### src/rtl/tile_plotter.sv
// Rasterises one Othello cell (empty, cursor box, white or black disk) into
// per-pixel VGA framebuffer writes, one pixel per clock in raster order.
module tile_plotter #(
    parameter int unsigned TILE     = 12,
    parameter int unsigned SCREEN_W = 160,
    parameter int unsigned SCREEN_H = 120,
    parameter int unsigned DISK_R2  = 100
) (
    input  logic       clk,
    input  logic       resetn,
    input  logic       start,
    input  logic [7:0] x_plot,
    input  logic [6:0] y_plot,
    input  logic [1:0] select,
    output logic [7:0] vga_x,
    output logic [6:0] vga_y,
    output logic [2:0] vga_colour,
    output logic       vga_plot,
    output logic       busy,
    output logic       done
);

    typedef enum logic [1:0] {IDLE, DRAW, FLUSH, DONE} state_t;

    localparam logic [3:0]        LAST   = 4'(TILE - 1);
    localparam logic signed [5:0] CTR    = 6'(TILE - 1);
    localparam logic [8:0]        SW     = 9'(SCREEN_W);
    localparam logic [7:0]        SH     = 8'(SCREEN_H);
    localparam logic signed [11:0] R2    = 12'(DISK_R2);
    localparam logic [2:0]        GREEN  = 3'b010;
    localparam logic [2:0]        YELLOW = 3'b110;
    localparam logic [2:0]        WHITE  = 3'b111;
    localparam logic [2:0]        BLACK  = 3'b000;

    state_t state, state_next;

    logic [7:0] base_x;
    logic [6:0] base_y;
    logic [1:0] sel;
    logic [3:0] dx, dy;

    logic [8:0]         sum_x;
    logic [7:0]         sum_y;
    logic signed [5:0]  ox, oy;
    logic signed [11:0] oxw, oyw, r2;
    logic               in_disk, border, on_screen, pix_on, pix_plot, scan_last;
    logic [2:0]         pix_colour;

    always_ff @(posedge clk or negedge resetn) begin
        if (!resetn) state <= IDLE;
        else         state <= state_next;
    end

    always_comb begin
        state_next = state;
        unique case (state)
            IDLE:  if (start) state_next = DRAW;
            DRAW:  if (scan_last) state_next = FLUSH;
            FLUSH: state_next = DONE;
            DONE:  state_next = IDLE;
        endcase
    end

    // Pixel for the current (dx,dy); offsets are doubled so the disk centre
    // falls on a half-pixel without fractional arithmetic.
    always_comb begin
        sum_x      = {1'b0, base_x} + {5'b0, dx};
        sum_y      = {1'b0, base_y} + {4'b0, dy};
        ox         = $signed({1'b0, dx, 1'b0}) - CTR;
        oy         = $signed({1'b0, dy, 1'b0}) - CTR;
        oxw        = $signed({{6{ox[5]}}, ox});
        oyw        = $signed({{6{oy[5]}}, oy});
        r2         = oxw * oxw + oyw * oyw;
        in_disk    = (r2 <= R2);
        border     = (dx == 4'd0) || (dx == LAST) || (dy == 4'd0) || (dy == LAST);
        on_screen  = (sum_x < SW) && (sum_y < SH);
        scan_last  = (dx == LAST) && (dy == LAST);
        busy       = (state != IDLE);
        pix_colour = GREEN;
        pix_on     = 1'b1;
        unique case (sel)
            2'd0: ;
            2'd1: begin
                pix_colour = YELLOW;
                pix_on     = border;
            end
            2'd2: if (in_disk) pix_colour = WHITE;
            2'd3: if (in_disk) pix_colour = BLACK;
        endcase
        pix_plot = pix_on && on_screen;
    end

    always_ff @(posedge clk or negedge resetn) begin
        if (!resetn) begin
            base_x     <= '0;
            base_y     <= '0;
            sel        <= '0;
            dx         <= '0;
            dy         <= '0;
            vga_x      <= '0;
            vga_y      <= '0;
            vga_colour <= '0;
            vga_plot   <= 1'b0;
            done       <= 1'b0;
        end else begin
            unique case (state)
                IDLE: if (start) begin
                    base_x <= x_plot;
                    base_y <= y_plot;
                    sel    <= select;
                    dx     <= '0;
                    dy     <= '0;
                end
                DRAW: begin
                    vga_x      <= sum_x[7:0];
                    vga_y      <= sum_y[6:0];
                    vga_colour <= pix_colour;
                    vga_plot   <= pix_plot;
                    if (dx == LAST) begin
                        dx <= '0;
                        dy <= dy + 4'd1;
                    end else begin
                        dx <= dx + 4'd1;
                    end
                end
                FLUSH: begin
                    vga_plot <= 1'b0;
                    done     <= 1'b1;
                end
                DONE: done <= 1'b0;
            endcase
        end
    end

endmodule

### config.mk
export PLATFORM = sky130hd
export DESIGN_NAME = tile_plotter
export DESIGN_NICKNAME = d
export VERILOG_FILES = /design/src/rtl/tile_plotter.sv
export SDC_FILE = /design/constraint.sdc
export NUM_CORES = 1
export LEC_CHECK = 0
export CAP_MARGIN = 20
export CELL_PAD_IN_SITES_DETAIL_PLACEMENT = 0
export CELL_PAD_IN_SITES_GLOBAL_PLACEMENT = 1
export CORE_MARGIN = 1
export CORE_UTILIZATION = 35
export CTS_CLUSTER_SIZE = 16
export DETAILED_ROUTE_END_ITERATION = 8
export PLACE_DENSITY = 0.72
export SLEW_MARGIN = 15
export SYNTH_ARGS = -nofsm -noshare
export SYNTH_HDL_FRONTEND = slang
export SYNTH_SLANG_ARGS = --single-unit
### constraint.sdc
create_clock -name clk -period 9 [get_ports clk]
set_input_delay 1.35 -clock clk [delete_from_list [all_inputs] [get_ports clk]]
set_output_delay 1.35 -clock clk [all_outputs]
set_load 0.01 [all_outputs]
---- Word-level counts from Yosys, hierarchy flattened ----
Cells that the tools add are included.
word-level totals
  output and inout bits ................... 21
  logic and storage cells ................. 65
  bits of input ports ..................... 20
  flip-flop bits (word level) ............. 47
cells by class
  eq/ne operators ......................... 11
  reductions and logical operators ........ 17
  add/subtract/negate cells ............... 7
  magnitude comparators ................... 3
  multiplexer cells ....................... 14
  $mul .................................... 2
operator list
  cell                 count
  $mul 6x6->12         2
  $pmux 4 s2           2
  $add 12x12->12       1
  $le 12x8->1 const B  1
  $mux 4               3
  $sub 5x4->6 const B  2
  $add 8x4->9          1
  $lt 9x8->1 const B   1
  $pmux 3 s3           1
  $add 4x1->4 const B  2
  $add 7x4->8          1
  $eq 2x2->1 const B   4
  $eq 4x4->1 const B   2
  $logic_not 4->1      2
  $lt 8x7->1 const B   1
  $pmux 2 s4           1
  $reduce_bool 2->1    4
  $mux 2               3
  $ne 2x2->1 const B   3
  $reduce_and 2->1     3
  $eq 2x1->1 const B   2
  $pmux 1 s2           2
  $logic_and 1x1->1    3
  $logic_or 1x1->1     3
  other kinds (4)      4

---- Longest topological paths before layout ----
  depth in word-level cells ............... 7
  mapped depth ............................ 21
  mapped depth without buffers ............ 21

---- Worst setup path after synthesis ----
Ideal clock, no wire load.
  kind .................................... reg-to-reg
  start point ............................. register dy[3]
  end point ............................... register vga_colour[0]
  path buffers ............................ 1
  cell stages (with the launch flop) ...... 18
  arrival ................................. 5.793 ns
  setup time .............................. 0.124 ns
  period minus slack after synthesis ...... 5.917 ns
  slack ................................... 3.083 ns
  data required time ...................... 8.876 ns
  path through ............................ dfrtp_1 > buf_2 > a21oi_1 > inv_1 > fa_1 > inv_1 > fa_1 > fa_1 > fa_1 > fa_1 > ha_1 > fa_1 > a21o_1 > a21oi_2 > o21bai_1 > a21oi_1 > xor2_1 > a211o_1
between the ends
  longest elaborated chain between the ends .. 6
RTL lines
  what                    RTL line  text
  start, declared         40        logic [3:0] dx, dy;
  start signal, assigned  121       dy <= dy + 4'd1;
  $sub 5x4->6             70        oy = $signed({1'b0, dy, 1'b0}) - CTR;
  $mul 6x6->12            73        r2 = oxw * oxw + oyw * oyw;
  $add 12x12->12          73
  $le 12x8->1             74        in_disk = (r2 <= R2);
  $mux 3                  87        2'd2: if (in_disk) pix_colour = WHITE;
  $pmux 3 s3              81        unique case (sel)
  end signal, assigned    117       vga_colour <= pix_colour;
  end, declared           17        output logic [2:0] vga_colour,
Every way passes these cells.
A chain may end at the register's enable or synchronous reset.

---- Worst setup path after layout ----
  start point ............................. register dy[2]
  end point ............................... register vga_colour[0]
The elaborated chain is that of the path after synthesis.

==> results.sh <==
export IMPL_status="finished clean"
export IMPL_cts_root_buf="clkbuf_16"
export IMPL_io_pin_count=41
export IMPL_grt_antenna_before_repair=0
export IMPL_wl_per_cell_um=14.3
export IMPL_start_util_pct=36.5
export IMPL_htreeDepth=2
export IMPL_required_ns=9.18
export IMPL_dp_hpwl_mm=7.86
export IMPL_path_class="register to register"
export IMPL_vias_per_cell=4.73
export IMPL_grt_pass1_wl_mm=16.3
export IMPL_stdcell_area_um2=5450
export IMPL_ys_seq_area_share_pct=25.0
export IMPL_clock_sinks=47
export IMPL_end_kind="register"
export IMPL_ant_nets=0
export IMPL_top_layer="met4"
export IMPL_p_per_area_nw_per_um2=80.1
export IMPL_cap_violations=0
export IMPL_p_int_w=0.000349
export IMPL_finalSetupTns_ns=0
export IMPL_synth_top_area_share_pct=25.0
export IMPL_met3_length_um=186
export IMPL_drive_gt1_share_pct=9.02
export IMPL_clockPowerShare_pct=48.8
export IMPL_synth_cells=448
export IMPL_cts_tree="built"
export IMPL_slew_viol_final=0
export IMPL_drc=0
export IMPL_worst_pin_slew_ns=0.837
export IMPL_fillers=1244
export IMPL_power_leakage_nw=2.63
export IMPL_swShare_pct=20.0
export IMPL_power_switching_w=0.0000872
export IMPL_rsz0062_at_grt="no"
export IMPL_vias=3124
export IMPL_cts_setup_buffers=0
export IMPL_synth_avg_cell_area_um2=10.5
export IMPL_track_usage_pct=14.6
export IMPL_place_area_um2=5280
export IMPL_finalSetupViolCount=0
export IMPL_ir_worst_vdd_v=0.0000564
export IMPL_clock_skew_ns=0.00388
export IMPL_synthTopCellsByCount="67 x ha_1, 66 x inv_1, 48 x fa_1, 47 x dfrtp_1"
export IMPL_cp_arrival_ns=6.53
export IMPL_routed_wl_met2_mm=4.18
export IMPL_finalWorstSetupSlack_ns=2.64
export IMPL_synth_area_um2=4700
export IMPL_port_buffers=40
export IMPL_met1_length_mm=4.92
export IMPL_hold_violations=0
export IMPL_cts_hold_buf=0
export IMPL_synth_ff_type="dfrtp_1"
export IMPL_grt_pass1_vias=3274
export IMPL_die_h_um=118
export IMPL_worstSetupStartpointType="register"
export IMPL_place_gp_congestion=0.869
export IMPL_layout_area_seq_um2=1180
export IMPL_drt_total_wl_mm=9.42
export IMPL_synth_nets=583
export IMPL_die_area_um2=13900
export IMPL_relSlewSlack_pct=44.0
export IMPL_multi_input_area_um2=3240
export IMPL_clk_pin_slew_ns=0.07
export IMPL_ctsResizeCount=0
export IMPL_drtIter0Drc=89
export IMPL_ys_ff_latch=47
export IMPL_clockBufferDepth=2
export IMPL_clk_insertion_delay_late_ns=0.29
export IMPL_areaGrowthSynthToFinish_pct=16.0
export IMPL_synth_edf_count=0
export IMPL_fin_crit_ns=6.36
export IMPL_yosysWarningCount=0
export IMPL_period_share_pct=70.6
export IMPL_antenna_cells=0
export IMPL_dr_pass1_iters=4
export IMPL_seqPwrFrac_pct=48.4
export IMPL_die_x_um=118
export IMPL_hold_class="register to register"
export IMPL_synth_distinct_cells=40
export IMPL_grt_max_degree=48
export IMPL_std_cell_rows=41
export IMPL_fin_nets=622
export IMPL_post_place_ws_ns=2.62
export IMPL_ys_top_cells_by_area="dfrtp_1 25%, fa_1 20%, ha_1 18%"
export IMPL_p_comb_share_pct=2.8
export IMPL_grt_overflow_total=0
export IMPL_timing_fmax_ghz=0.157
export IMPL_yosys_area_top_type="dfrtp_1"
export IMPL_synthArstFlopShare_pct=100
export IMPL_crit_fanout=9
export IMPL_yosysMostFrequentCell="ha_1"
export IMPL_numCtsBuffers=5
export IMPL_coreArea_um2=12900
## worst max-delay path, cell delays in order (launching register included)
cell      delay (ns)
dfrtp_1         0.48
a21oi_1         0.70
inv_1           0.25
fa_1            0.77
inv_1           0.12
fa_1            0.47
fa_1            0.51
fa_1            0.52
fa_1            0.49
ha_1            0.35
fa_1            0.47
a21o_1          0.19
a21oi_2         0.17
o21bai_1        0.08
a21oi_1         0.25
xor2_1          0.13
a211o_1         0.28
## state kept, by name, indices dropped and copies added (netlist names), 2 cells and up
name,flops
base_y,7
state,2
dx,4
sel,2
base_x,8
vga_y,7
vga_colour,3
vga_x,8
dy,4
## final timing paths
kind | start | endpoint | slack (ns) | cells after the start
setup / recovery | dy[2] | vga_colour[0] | 2.64 | 16
hold / removal | vga_plot | vga_plot | 0.50 | 1
setup reg to reg | dy[2] | vga_colour[0] | 2.64 | 16
hold reg to reg | vga_plot | vga_plot | 0.50 | 1
max in group asynchronous | resetn | dx[0] | 7.52 | 1
min in group asynchronous | resetn | vga_y[2] | 1.06 | 1
## metrics by stage
stage | power [W] | cells | utilization [%] | hold slack (ns)
floorplan | 0.000215 | 448 | - | 0.486
global placement | 0.000228 | 652 | 41.0 | 0.493
detailed placement | 0.000228 | 652 | 41.0 | 0.497
CTS | 0.000443 | 660 | 42.3 | 0.513
global route | 0.000453 | 660 | 42.3 | 0.533
finish | 0.000437 | 660 | 42.3 | 0.504
## cells by family (layout without fill, tap and decap cells)
family          after synthesis  count (layout)  synth area share, %
compound gates               62              62                 8.26
xor+xnor                     37              37                 6.90
fa+ha+maj                   115             115                 38.3
buf+inv                      75             115                 6.05
flops                        47              47                 25.0
mux                          32              32                 7.51
simple gates                 80              80                 7.96
## layout make-up
| cell class | instances | area share [%] |
|---|---|---|
| clock buffers | 5 | 2.30 |
| inverters | 66 | 4.54 |
| repair buffers | 41 | 7.44 |
| well taps | 172 | 3.95 |
| flip-flops and latches | 47 | 21.6 |
| multi-input cells | 326 | 59.4 |
| clock inverters | 3 | 0.803 |
## placed cells by master (no fill, tap or decap), types with 2 or more instances in the layout
master / netlist / final
clkbuf_16: 0 / 5
fa_1: 48 / 48
o21bai_1: 2 / 2
nor3_1: 5 / 5
or2_2: 3 / 3
inv_1: 66 / 66
mux2_2: 26 / 26
ha_1: 67 / 67
a21o_1: 8 / 8
mux2i_1: 6 / 6
buf_4: 0 / 2
nand2_1: 21 / 21
nor2b_1: 3 / 3
o21ai_0: 19 / 19
xor2_1: 11 / 11
dfrtp_1: 47 / 47
nand2b_1: 4 / 4
nor2_1: 26 / 26
a211oi_1: 2 / 2
xnor2_1: 26 / 26
clkdlybuf4s50_1: 0 / 39
a21oi_1: 19 / 19
and3_1: 3 / 3
nand3_1: 10 / 10
## per-layer routing
metal | up-vias | global-route usage, %
met5 | - | 0
met4 | 0 | 3.37
met3 | 10 | 2.23
met2 | 31 | 22.7
met1 | 1524 | 21.1
li1 | 1559 | -
## power groups by stage
stage / clock, W / sequential [W] / combinational (W)
6_report: 0.000213 / 0.000211 / 0.0000122
3_3_place_gp: 0 / 0.000215 / 0.0000125
2_1_floorplan: 0 / 0.000215 / 0.000000149
3_5_place_dp: 0 / 0.000215 / 0.0000126
4_1_cts: 0.000219 / 0.000211 / 0.0000127
5_1_grt: 0.000228 / 0.000211 / 0.0000139
Note: power is estimated with default switching activity, not from simulation.
